--- config.mk ---
export PLATFORM = sky130hd
export DESIGN_NAME = render_seq_ctrl
export DESIGN_NICKNAME = d
export VERILOG_FILES = /design/src/rtl/render_seq_ctrl.sv
export SDC_FILE = /design/constraint.sdc
export NUM_CORES = 1
export LEC_CHECK = 0
export CORE_UTILIZATION = 60
export DETAILED_ROUTE_END_ITERATION = 7
export GPL_TIMING_DRIVEN = 0
export PLACE_DENSITY = 0.84
export SETUP_SLACK_MARGIN = 0.1
export SLEW_MARGIN = 25
export SYNTH_ARGS = -nofsm -noshare
export SYNTH_HDL_FRONTEND = slang
export SYNTH_SLANG_ARGS = --single-unit
--- constraint.sdc ---
create_clock -name clk -period 4.95 [get_ports clk]
set_clock_uncertainty 0.15 [all_clocks]
set_input_delay 1.2375 -clock clk [delete_from_list [all_inputs] [get_ports clk]]
set_output_delay 1.2375 -clock clk [all_outputs]
set_load 0.02 [all_outputs]
--- src/rtl/render_seq_ctrl.sv ---
// render_seq_ctrl: sequences queued render commands toward the line-draw and
// clear datapaths. Commands enter a FIFO over a valid/ready handshake and are
// executed one at a time by a small FSM.
//
// Ports:
//   clk, n_rst      clock, asynchronous active-low reset
//   cmd_valid/op    command offer and op code; cmd_ready = FIFO not full
//   abort           synchronous abort: flush FIFO, back to IDLE, clear tmo_err
//   done            line drawer finished (sampled on the last settle cycle)
//   clear_done      clear engine finished
//   draw_enable, set_new, enable, line_draw_out, clear_enable
//                   datapath strobes decoded from the FSM state
//   render_done     registered one-cycle pulse per completed command
//   busy            FSM active or commands pending
//   tmo_err         sticky clear-watchdog timeout flag
//   q_count         FIFO occupancy
module render_seq_ctrl #(
    parameter int OP_W     = 3,
    parameter int OP_CLEAR = 0,
    parameter int QDEPTH   = 4,
    parameter int WAIT_CYC = 2,
    parameter int TMO_W    = 16
) (
    input  logic                      clk,
    input  logic                      n_rst,
    input  logic                      cmd_valid,
    input  logic [OP_W-1:0]           cmd_op,
    output logic                      cmd_ready,
    input  logic                      abort,
    input  logic                      done,
    input  logic                      clear_done,
    output logic                      draw_enable,
    output logic                      set_new,
    output logic                      enable,
    output logic                      line_draw_out,
    output logic                      clear_enable,
    output logic                      render_done,
    output logic                      busy,
    output logic                      tmo_err,
    output logic [$clog2(QDEPTH):0]   q_count
);

    localparam int AW = $clog2(QDEPTH);
    localparam int CW = AW + 1;
    localparam int WW = (WAIT_CYC > 1) ? $clog2(WAIT_CYC) : 1;

    localparam logic [CW-1:0]    FULL_C    = CW'(QDEPTH);
    localparam logic [OP_W-1:0]  CLR_OP    = OP_W'(OP_CLEAR);
    localparam logic [WW-1:0]    WAIT_LOAD = WW'(WAIT_CYC - 1);
    // Value seen on the last permitted clear cycle: one more increment
    // would make the watchdog all-ones.
    localparam logic [TMO_W-1:0] TMO_LAST  = {{(TMO_W-1){1'b1}}, 1'b0};

    typedef enum logic [2:0] {
        S_IDLE      = 3'd0,
        S_NEXT_INIT = 3'd1,
        S_NEXT      = 3'd2,
        S_SEND      = 3'd3,
        S_SWAIT     = 3'd4,
        S_CLRSND    = 3'd5,
        S_FIN       = 3'd6
    } state_t;

    state_t            state_r;
    state_t            state_s;
    logic [OP_W-1:0]   mem_r [QDEPTH];
    logic [AW-1:0]     wr_ptr_r;
    logic [AW-1:0]     rd_ptr_r;
    logic [CW-1:0]     count_r;
    logic [WW-1:0]     wait_r;
    logic [TMO_W-1:0]  wd_r;
    logic              render_done_r;
    logic              tmo_err_r;

    logic              empty_s;
    logic              push_s;
    logic              pop_s;
    logic              wait_zero_s;
    logic              timeout_s;

    assign empty_s     = (count_r == {CW{1'b0}});
    assign cmd_ready   = (count_r != FULL_C);
    // A push during abort is discarded along with the rest of the queue.
    assign push_s      = cmd_valid & cmd_ready & ~abort;
    assign pop_s       = (state_r == S_IDLE) & ~empty_s & ~abort;
    assign wait_zero_s = (wait_r == {WW{1'b0}});
    assign timeout_s   = (state_r == S_CLRSND) & (wd_r == TMO_LAST);

    assign busy        = (state_r != S_IDLE) | ~empty_s;
    assign q_count     = count_r;
    assign render_done = render_done_r;
    assign tmo_err     = tmo_err_r;

    // FIFO storage write port (contents are don't-care while empty).
    always_ff @(posedge clk) begin
        if (push_s) begin
            mem_r[wr_ptr_r] <= cmd_op;
        end
    end

    // FIFO pointers and occupancy.
    always_ff @(posedge clk or negedge n_rst) begin
        if (!n_rst) begin
            wr_ptr_r <= {AW{1'b0}};
            rd_ptr_r <= {AW{1'b0}};
            count_r  <= {CW{1'b0}};
        end else if (abort) begin
            wr_ptr_r <= {AW{1'b0}};
            rd_ptr_r <= {AW{1'b0}};
            count_r  <= {CW{1'b0}};
        end else begin
            if (push_s) begin
                wr_ptr_r <= wr_ptr_r + AW'(1);
            end
            if (pop_s) begin
                rd_ptr_r <= rd_ptr_r + AW'(1);
            end
            case ({push_s, pop_s})
                2'b10:   count_r <= count_r + CW'(1);
                2'b01:   count_r <= count_r - CW'(1);
                default: count_r <= count_r;
            endcase
        end
    end

    // FSM state register.
    always_ff @(posedge clk or negedge n_rst) begin
        if (!n_rst) begin
            state_r <= S_IDLE;
        end else begin
            state_r <= state_s;
        end
    end

    // FSM next-state logic; abort overrides every transition.
    always_comb begin
        state_s = state_r;
        if (abort) begin
            state_s = S_IDLE;
        end else begin
            case (state_r)
                S_IDLE: begin
                    if (empty_s) begin
                        state_s = S_IDLE;
                    end else if (mem_r[rd_ptr_r] == CLR_OP) begin
                        state_s = S_CLRSND;
                    end else begin
                        state_s = S_NEXT_INIT;
                    end
                end
                S_NEXT_INIT: state_s = S_SEND;
                S_NEXT:      state_s = S_SEND;
                S_SEND:      state_s = S_SWAIT;
                S_SWAIT: begin
                    if (!wait_zero_s) begin
                        state_s = S_SWAIT;
                    end else if (done) begin
                        state_s = S_FIN;
                    end else begin
                        state_s = S_NEXT;
                    end
                end
                S_CLRSND: begin
                    if (clear_done || timeout_s) begin
                        state_s = S_FIN;
                    end else begin
                        state_s = S_CLRSND;
                    end
                end
                S_FIN:   state_s = S_IDLE;
                default: state_s = S_IDLE;
            endcase
        end
    end

    // FSM output decode (pure function of the registered state).
    always_comb begin
        draw_enable   = 1'b0;
        set_new       = 1'b0;
        enable        = 1'b0;
        line_draw_out = 1'b0;
        clear_enable  = 1'b0;
        case (state_r)
            S_NEXT_INIT: begin
                draw_enable   = 1'b1;
                set_new       = 1'b1;
                line_draw_out = 1'b1;
            end
            S_NEXT: begin
                draw_enable   = 1'b1;
                line_draw_out = 1'b1;
            end
            S_SEND: begin
                enable        = 1'b1;
                line_draw_out = 1'b1;
            end
            S_SWAIT: begin
                line_draw_out = 1'b1;
            end
            S_CLRSND: begin
                clear_enable  = 1'b1;
                enable        = 1'b1;
            end
            default: begin
                draw_enable   = 1'b0;
            end
        endcase
    end

    // Settle counter: loaded on SEND, counts down through SWAIT.
    always_ff @(posedge clk or negedge n_rst) begin
        if (!n_rst) begin
            wait_r <= {WW{1'b0}};
        end else if (abort) begin
            wait_r <= {WW{1'b0}};
        end else if (state_r == S_SEND) begin
            wait_r <= WAIT_LOAD;
        end else if ((state_r == S_SWAIT) && !wait_zero_s) begin
            wait_r <= wait_r - WW'(1);
        end else begin
            wait_r <= wait_r;
        end
    end

    // Clear watchdog: counts CLRSND cycles, zero everywhere else.
    always_ff @(posedge clk or negedge n_rst) begin
        if (!n_rst) begin
            wd_r <= {TMO_W{1'b0}};
        end else if (abort) begin
            wd_r <= {TMO_W{1'b0}};
        end else if (state_r == S_CLRSND) begin
            wd_r <= wd_r + TMO_W'(1);
        end else begin
            wd_r <= {TMO_W{1'b0}};
        end
    end

    // Completion pulse and sticky timeout flag; clear_done beats a timeout.
    always_ff @(posedge clk or negedge n_rst) begin
        if (!n_rst) begin
            render_done_r <= 1'b0;
            tmo_err_r     <= 1'b0;
        end else if (abort) begin
            render_done_r <= 1'b0;
            tmo_err_r     <= 1'b0;
        end else begin
            render_done_r <= (state_r == S_FIN);
            if (timeout_s && !clear_done) begin
                tmo_err_r <= 1'b1;
            end
        end
    end

endmodule
### Word level (Yosys, flattened, before mapping)

Memories as Yosys holds them, arrays and structs flattened.
Index checks and enable logic that the tools add are counted.

* add/subtract/negate cells: 6
* $mul: 0
* div/mod/pow operators: 0
* order comparisons: 0
* equality and inequality tests: 10
* shift operators: 0
* multiplexer cells: 28
* bitwise logic cells: 8
* reductions and logical operators: 16

Operators with widths (count)
* 2-to-1 mux 16 bit: 2
* 2-to-1 mux 3 bit: 6
* adder 16 x 1 -> 16 bit (second input constant): 1
* == test 16 bit (second input constant): 1
* one-hot mux 3 bit (5 select lines): 1
* 2-to-1 mux 1 bit: 13
* 2-to-1 mux 2 bit: 5
* == test 3 bit (second input constant): 3
* zero test 3 bit: 3
* nonzero test 3 bit: 3
* == test 3 x 2 -> 1 bit (second input constant): 2
* one-hot mux 3 bit (2 select lines): 1
* nonzero test 2 bit: 3
* bitwise AND 1 bit: 5
* adder 2 x 1 -> 2 bit (second input constant): 2
* OR reduction 2 bit: 2
* OR reduction 4 bit: 1
* adder 3 x 1 -> 3 bit (second input constant): 1
* == test 3 x 1 -> 1 bit (second input constant): 1
* inequality test 3 bit (second input constant): 1
* subtractor 3 x 1 -> 3 bit (second input constant): 1
* == test 2 x 1 -> 1 bit (second input constant): 1
* == test 2 bit (second input constant): 1
* logical AND 1 bit: 2
* 5 further kinds: 6

* bits in registers: 29
* bits in latches: 0
* RAM bits: 12
* memory bits (read-only): 0
* input port bits: 9
* output and inout bits: 12
* memories kept: 1

Memories
* mem_r: words 4, width 3, read ports 1, clocked after Yosys merged registers in 0, wr ports 1, RTL line 66 `logic [OP_W-1:0] mem_r [QDEPTH];`

### Logic depth before layout (Yosys ltp)

Gate-level depths: netlist of run 1.

* depth in word-level cells: 7
* gate-level depth with buffers: 7
* mapped depth without buffers: 6

### Least setup slack after synthesis of run 1

Ideal clock, no wire load.

* path type: input port to flip-flop
* start: input port abort
* end: register count_r[2], in the netlist q_count[2]
* library setup time: 0.125 ns
* arrival: 2.692 ns
* data required time: 4.675 ns
* slack: 1.983 ns
* cell stages on the path: 6
* path buffers: 2
* path through: clkbuf_1 clkbuf_1 nor2_1 fa_1 mux2i_1 mux2_2

* cells in the longest elaborated chain, start to end: 5
* elaborated cells between the ends (all ways): 8

RTL lines
* from (decl): RTL line 29 `input logic abort,`
* inverter 1 bit: RTL line 84, 85
* bitwise AND 1 bit (on tied branches): RTL line 85, 84
* == test 2 x 1 -> 1 bit / == test 2 bit (equally long branches): RTL line 118 `case ({push_s, pop_s})`
* one-hot mux 3 bit (2 select lines): RTL line 118
* 2-to-1 mux 3 bit: RTL line 107 `end else if (abort) begin`
* to (signal assigned): RTL line 106 `count_r <= {CW{1'b0}};`
* to (signal assigned): RTL line 119 `2'b10: count_r <= count_r + CW'(1);`
* to (signal assigned): RTL line 120 `2'b01: count_r <= count_r - CW'(1);`
* to (decl): RTL line 69 `logic [CW-1:0] count_r;`

Several ways; a longest one is shown, not always the timed one.
A chain may end at the register's enable or synchronous reset.

### Worst setup path in the final report of run 1

* start: register state_r[2]
* end: output port busy

* cells in the longest elaborated chain, start to end: 2

RTL lines
* from (decl): RTL line 64 `state_t state_r;`
* from (signal assigned): RTL line 131 `state_r <= state_s;`
* nonzero test 3 bit: RTL line 89 `assign busy = (state_r != S_IDLE) | ~empty_s;`
* bitwise OR 1 bit: RTL line 89
* to (decl): RTL line 38 `output logic busy,`

Every way passes these cells.

==> impl_metrics.json, run 1 <==
{
  "synth_common_cells": "29 x dfrtp_1, 24 x nor2_1, 12 x edfxtp_1, 11 x nor3_1",
  "final_antenna_net_count": 0,
  "worstSkewPairLatency_ns": 0.35,
  "synth.area.top_cells": "dfrtp_1 35%, edfxtp_1 18%, nor2_1 4.4%",
  "drt_first_pass_iters": 4,
  "post_cts_buffers": 0,
  "relSlewSlack": 0.570,
  "syn_area_um2": 2050,
  "cts.repair.resized": 0,
  "detailed_place_hpwl_mm": 2.94,
  "synth_cell_types": 45,
  "fin_setup_tns_ns": 0,
  "p_leak_uw": 0.000945,
  "htreeDepth": 2,
  "critPathMaxFanout": 10,
  "cts.sinks": 41,
  "crit_arrival_ns": 2.19,
  "syn_nets": 211,
  "powerDensity_nw_per_um2": 440,
  "tightest_slew_ns": 0.640,
  "die_h_um": 60.5,
  "clk_pin_slew_worst_paths_ns": 0.11,
  "min_path_type": "reg2reg",
  "nets": 237,
  "drc": 0,
  "ys_ff_latch": 41,
  "synth.most_common_cell": "dfrtp_1",
  "fin_crit_ns": 3.57,
  "yosys_warnings": 0,
  "rows": 20,
  "die_w_um": 60.5,
  "postSynth.asyncResetShare": 0.707,
  "finalCritPeriodShare": 0.722,
  "cts_tree": "yes",
  "synth_edf_count": 12,
  "drt_iter0_drc": 139,
  "via_per_inst": 5.80,
  "grt.total_usage": 0.256,
  "layout-drive-gt1-share": 0.0766,
  "port_buffers": 19,
  "cap_viol_max_count": 0,
  "synth_top_area_share": 0.354,
  "grt_max_degree": 30,
  "cts_buffers": 5,
  "synthCells": 195,
  "globalplace.congestion": 0.829,
  "fp.coreArea_um2": 3150,
  "grt_antenna_before_repair": 0,
  "irDropWorstVdd_mv": 0.219,
  "syn_area_per_cell_um2": 10.5,
  "outcome": "complete, no violations",
  "area_delta_synth_final_pct": 15.4,
  "grt_pass1_wl_mm": 6.68,
  "ctsRootBufferMaster": "clkbuf_4",
  "utilization": 0.750,
  "num_vias": 1544,
  "ys_seq_area_frac": 0.530,
  "fmax_mhz": 280,
  "grt.overflow.total": 0,
  "die-area_um2": 3660,
  "wire_per_inst_um": 15.3,
  "crit_type": "reg2out",
  "num_antenna_cells": 0,
  "rsz0062_at_grt": "no",
  "setup_viol": 0,
  "critPathRequiredTime_ns": 3.56,
  "pin_count": 21,
  "cts_buffer_depth": 2,
  "yosysTopAreaCell": "dfrtp_1",
  "endpoint_kind": "output port",
  "dominantRegCellSynth": "dfrtp_1",
  "startpoint_type": "flop",
  "start_util": 0.650,
  "finalHoldViolCount": 0,
  "cts_hold_buffers": 0,
  "grt_pass1_vias": 1511,
  "drt-total-wl_mm": 4.08,
  "maxSlewViolCount": 0
}
## per-layer routing
| metal | share of wire | vias up | wire length, um | global-route usage |
|---|---|---|---|---|
| met5 | 0 | - | 0 | 0 |
| met4 | 0.027 | 0 | 110 | 0.123 |
| met3 | 0.040 | 12 | 165 | 0.0725 |
| met2 | 0.54 | 46 | 2190 | 0.435 |
| met1 | 0.39 | 745 | 1610 | 0.299 |
| li1 | - | 741 | - | - |
## worst max-delay path, stage by stage, from the launching register on
cell and delay [ns]:
dfrtp_1 0.40, clkbuf_1 0.21, nor3_1 0.54, nand2_1 0.13, clkdlybuf4s50_1 0.57
## sequential cells by signal, indices dropped and copies added, names as in the netlist
register	flops
mem_r	12
state_r	3
wr_ptr_r	2
wd_r	16
tmo_err	1
render_done	1
rd_ptr_r	2
q_count	3
wait_r	1
## cells in the final DEF, fill, tap and decap left out, drive strengths merged, types with 9 or more instances in the layout
master	count
clkdlybuf4s50	18
nor2	24
dfrtp	29
inv	9
clkbuf	14
xor2	10
a21oi	9
edfxtp	12
nor3	11
nand2	10
## report_power, final
group | leakage (uW) | total, uW | switching (uW) | internal (uW)
logic | 0.000397 | 410 | 233 | 177
registers | 0.000508 | 424 | 39.1 | 385
clock network | 0.0000399 | 207 | 101 | 105
total | 0.000945 | 1040 | 374 | 667
## logic make-up (layout without fill, tap and decap cells)
kind of cell / Yosys count / count (layout) / synth area share
XOR/XNOR: 13 / 13 / 0.0555
buffers and inverters: 17 / 44 / 0.0311
multiplexers: 3 / 3 / 0.0214
AO/OA/AOI/OAI: 29 / 29 / 0.0946
AND/OR/NAND/NOR: 85 / 85 / 0.221
flip-flops: 41 / 41 / 0.530
adder cells (fa/ha/maj): 7 / 7 / 0.0464
## area by class of cell
| cell class | instances | area [um^2] |
|---|---|---|
| Tap cell | 44 | 55.1 |
| Multi-Input combinational cell | 137 | 901 |
| Buffer | 8 | 30.0 |
| Timing Repair Buffer | 19 | 185 |
| Clock inverter | 2 | 33.8 |
| Inverter | 9 | 33.8 |
| Clock buffer | 6 | 41.3 |
| Fill cell | 220 | 787 |
| Sequential cell | 41 | 1090 |
## per-stage QoR
stage	hold WS, ns	cell area [um^2]	setup slack [ns]	total power (uW)	cells
after floorplan	0.298	2050	1.98	683	195
after detailed placement	0.341	2290	1.54	836	258
after global routing	0.402	2370	1.15	1100	266
final	0.351	2370	1.38	1040	266
after global placement	0.310	2300	1.58	812	258
after CTS	0.355	2370	1.34	1050	266
## final timing paths
path	from	to	slack [ns]	depth (start not counted)
max in group asynchronous	n_rst	wd_r[14]$_DFF_PN0_	3.49	1
min in group asynchronous	n_rst	q_count[0]$_DFFE_PN0P_	0.74	1
setup reg to reg	state_r[2]$_DFF_PN0_	q_count[2]$_DFFE_PN0P_	2.37	7
hold / removal	wd_r[0]$_DFF_PN0_	wd_r[0]$_DFF_PN0_	0.35	1
hold reg to reg	wd_r[0]$_DFF_PN0_	wd_r[0]$_DFF_PN0_	0.35	1
setup / recovery	state_r[2]$_DFF_PN0_	busy	1.38	4
No activity file was read; power rests on OpenSTA's default activity.
==> inputs of run 2 (changes only) <==
CORE_UTILIZATION = 56   (was 60)
PLACE_DENSITY = 0.79   (was 0.84)
clock period = 3.5 ns   (was 4.95 ns; I/O delays follow)
==> run 2 against run 1 <==
- clock-buffer cell count grew 2
- worst hold slack got worse by 0.0034 ns
- first-iteration DRC count down 39%
- global-route usage down 2.9 points
- via count decreased by 1.0%
- critical path depth unchanged
- largest cell class unchanged
- flip-flop and latch count stayed put
- combinational power is 36% higher
- total power is 34% higher
- setup slack lost 1.1 ns
- final area shrank 0.58%
- routed wire length down 8.4%
- largest power group unchanged
==> impl_metrics.json, run 2 (synthesized netlist as in run 1, its figures left out) <==
{
  "setup_viol": 0,
  "drc": 0,
  "tightest_slew_ns": 0.650,
  "cts.sinks": 41,
  "endpoint_kind": "output port",
  "final_cell_mix": "29 x dfrtp_1, 24 x nor2_1, 18 x clkdlybuf4s50_1",
  "fp.coreArea_um2": 3420,
  "clkPwrFrac": 0.172,
  "grt_pass1_wl_mm": 6.83,
  "critPathRequiredTime_ns": 2.47,
  "dp_cells": 260,
  "num_vias": 1528,
  "critPathBufInv": 2,
  "powerDensity_nw_per_um2": 593,
  "placedInstanceArea_um2": 2290,
  "worstHoldStart": "wd_r[0]$_DFF_PN0_",
  "grt.overflow.total": 0,
  "rsz0062_at_grt": "no",
  "crit_slowest_cell": "nor3_1",
  "clk_pin_slew_worst_paths_ns": 0.11,
  "min_path_type": "reg2reg",
  "crit_type": "reg2out",
  "cp_slowest_stage_delay_ns": 0.56,
  "nets": 237,
  "path_cells": "clkbuf_1 -> nor3_1 -> nor2_1 -> clkdlybuf4s50_1",
  "worstSkewPairLatency_ns": 0.34,
  "crit_family": "buffers and inverters",
  "worstHoldEndpoint": "wd_r[0]$_DFF_PN0_",
  "area_delta_synth_final_pct": 14.7,
  "critPathMaxFanout": 10,
  "num_antenna_cells": 0,
  "startpoint_type": "flop",
  "switching_share": 0.361,
  "cts_tree": "yes",
  "top_regs": "wd_r x16, mem_r x12",
  "grt_max_degree": 30,
  "grt.total_usage": 0.227,
  "fmax_mhz": 312,
  "final_antenna_net_count": 0,
  "p_int_uw": 892,
  "die_w_um": 62.5,
  "pin_count": 21,
  "detailed_place_hpwl_mm": 2.78,
  "reg2reg_slack_ns": 0.96,
  "die_h_um": 62.5,
  "outcome": "complete, no violations",
  "finalCritPeriodShare": 0.915,
  "p_switching_uw": 504,
  "r2r-start": "state_r[2]$_DFF_PN0_",
  "port_buffers": 19,
  "globalplace.congestion": 0.804,
  "crit_arrival_ns": 2.18,
  "grt_pass1_vias": 1587,
  "via_per_inst": 5.70,
  "fin_setup_tns_ns": 0,
  "die-area_um2": 3910,
  "start_util": 0.600,
  "p_leak_uw": 0.000938,
  "rows": 21,
  "mostFrequentLayoutCell": "dfrtp_1",
  "ctsRootBufferMaster": "clkbuf_4",
  "cts_buffers": 5,
  "instances_no_fill": 268,
  "cts_hold_buffers": 0,
  "fin_area_um2": 2350,
  "drt_iter0_drc": 85,
  "cts.repair.resized": 0,
  "share_seq_of_total_power": 0.428,
  "nFillCells": 265,
  "finalHoldViolCount": 0,
  "irDropWorstVdd_mv": 0.285,
  "hold_slack_ns": 0.348,
  "cap_viol_max_count": 0,
  "r2r_end": "q_count[2]$_DFFE_PN0P_",
  "htreeDepth": 2,
  "relSlewSlack": 0.563,
  "drt-total-wl_mm": 3.73,
  "wire_per_inst_um": 13.9,
  "largest_reg_flops": 16,
  "drt_first_pass_iters": 4,
  "post_cts_buffers": 0,
  "pwr-share-comb": 0.400,
  "whs_path_depth": 1,
  "r2r_cells": 7,
  "fin_crit_ns": 3.20,
  "top_register": "wd_r",
  "maxSlewViolCount": 0,
  "grt_antenna_before_repair": 0,
  "layout-drive-gt1-share": 0.0766,
  "cts_buffer_depth": 2
}
[run 2: cell types whose count changed in the layout (fill, tap and decap cells not counted)]
cell and delta:
bufinv_16 -1, clkbuf_8 +1, clkinv_1 -1, clkbuf_1 +1
[run 2: per-stage QoR]
step | total power, uW | utilization | worst slack (ns)
CTS | 1410 | 0.689 | 0.291
detailed placement | 1170 | 0.671 | 0.505
finish | 1400 | 0.689 | 0.299
global route | 1490 | 0.689 | 0.162
global placement | 1150 | 0.673 | 0.521
floorplan | 967 | - | 0.895
[run 2: metal layers]
layer | global-route usage | up-vias | part of all wire
met4 | 0.110 | 0 | 0.025
met1 | 0.259 | 743 | 0.44
met3 | 0.0620 | 11 | 0.042
li1 | - | 741 | -
met2 | 0.390 | 33 | 0.50
met5 | 0 | - | 0
[run 2: area by class of cell]
cell class	instances	area [um^2]	share of cell area
Sequential cell	41	1090	0.462
Timing Repair Buffer	19	185	0.0787
Tap cell	46	57.6	0.0245
Multi-Input combinational cell	137	901	0.383
Clock buffer	8	58.8	0.0250
Buffer	8	30.0	0.0128
Inverter	9	33.8	0.0144
[run 2: worst max-delay path by stage]
stage	startpoint	endpoint	depth (start not counted)
floorplan	abort	q_count[2]$_DFFE_PN0P_	6
global placement	cmd_valid	q_count[2]$_DFFE_PN0P_	7
detailed placement	cmd_valid	q_count[2]$_DFFE_PN0P_	7
CTS	state_r[2]$_DFF_PN0_	line_draw_out	4
global route	state_r[2]$_DFF_PN0_	line_draw_out	4
finish	state_r[2]$_DFF_PN0_	line_draw_out	4
[run 2: power groups by stage]
stage / Sequential (uW) / Clock (uW) / Combinational [uW]
2_1_floorplan: 617 / 0 / 350
3_3_place_gp: 603 / 0 / 545
3_5_place_dp: 609 / 0 / 557
4_1_cts: 598 / 247 / 562
5_1_grt: 607 / 273 / 615
6_report: 598 / 240 / 558
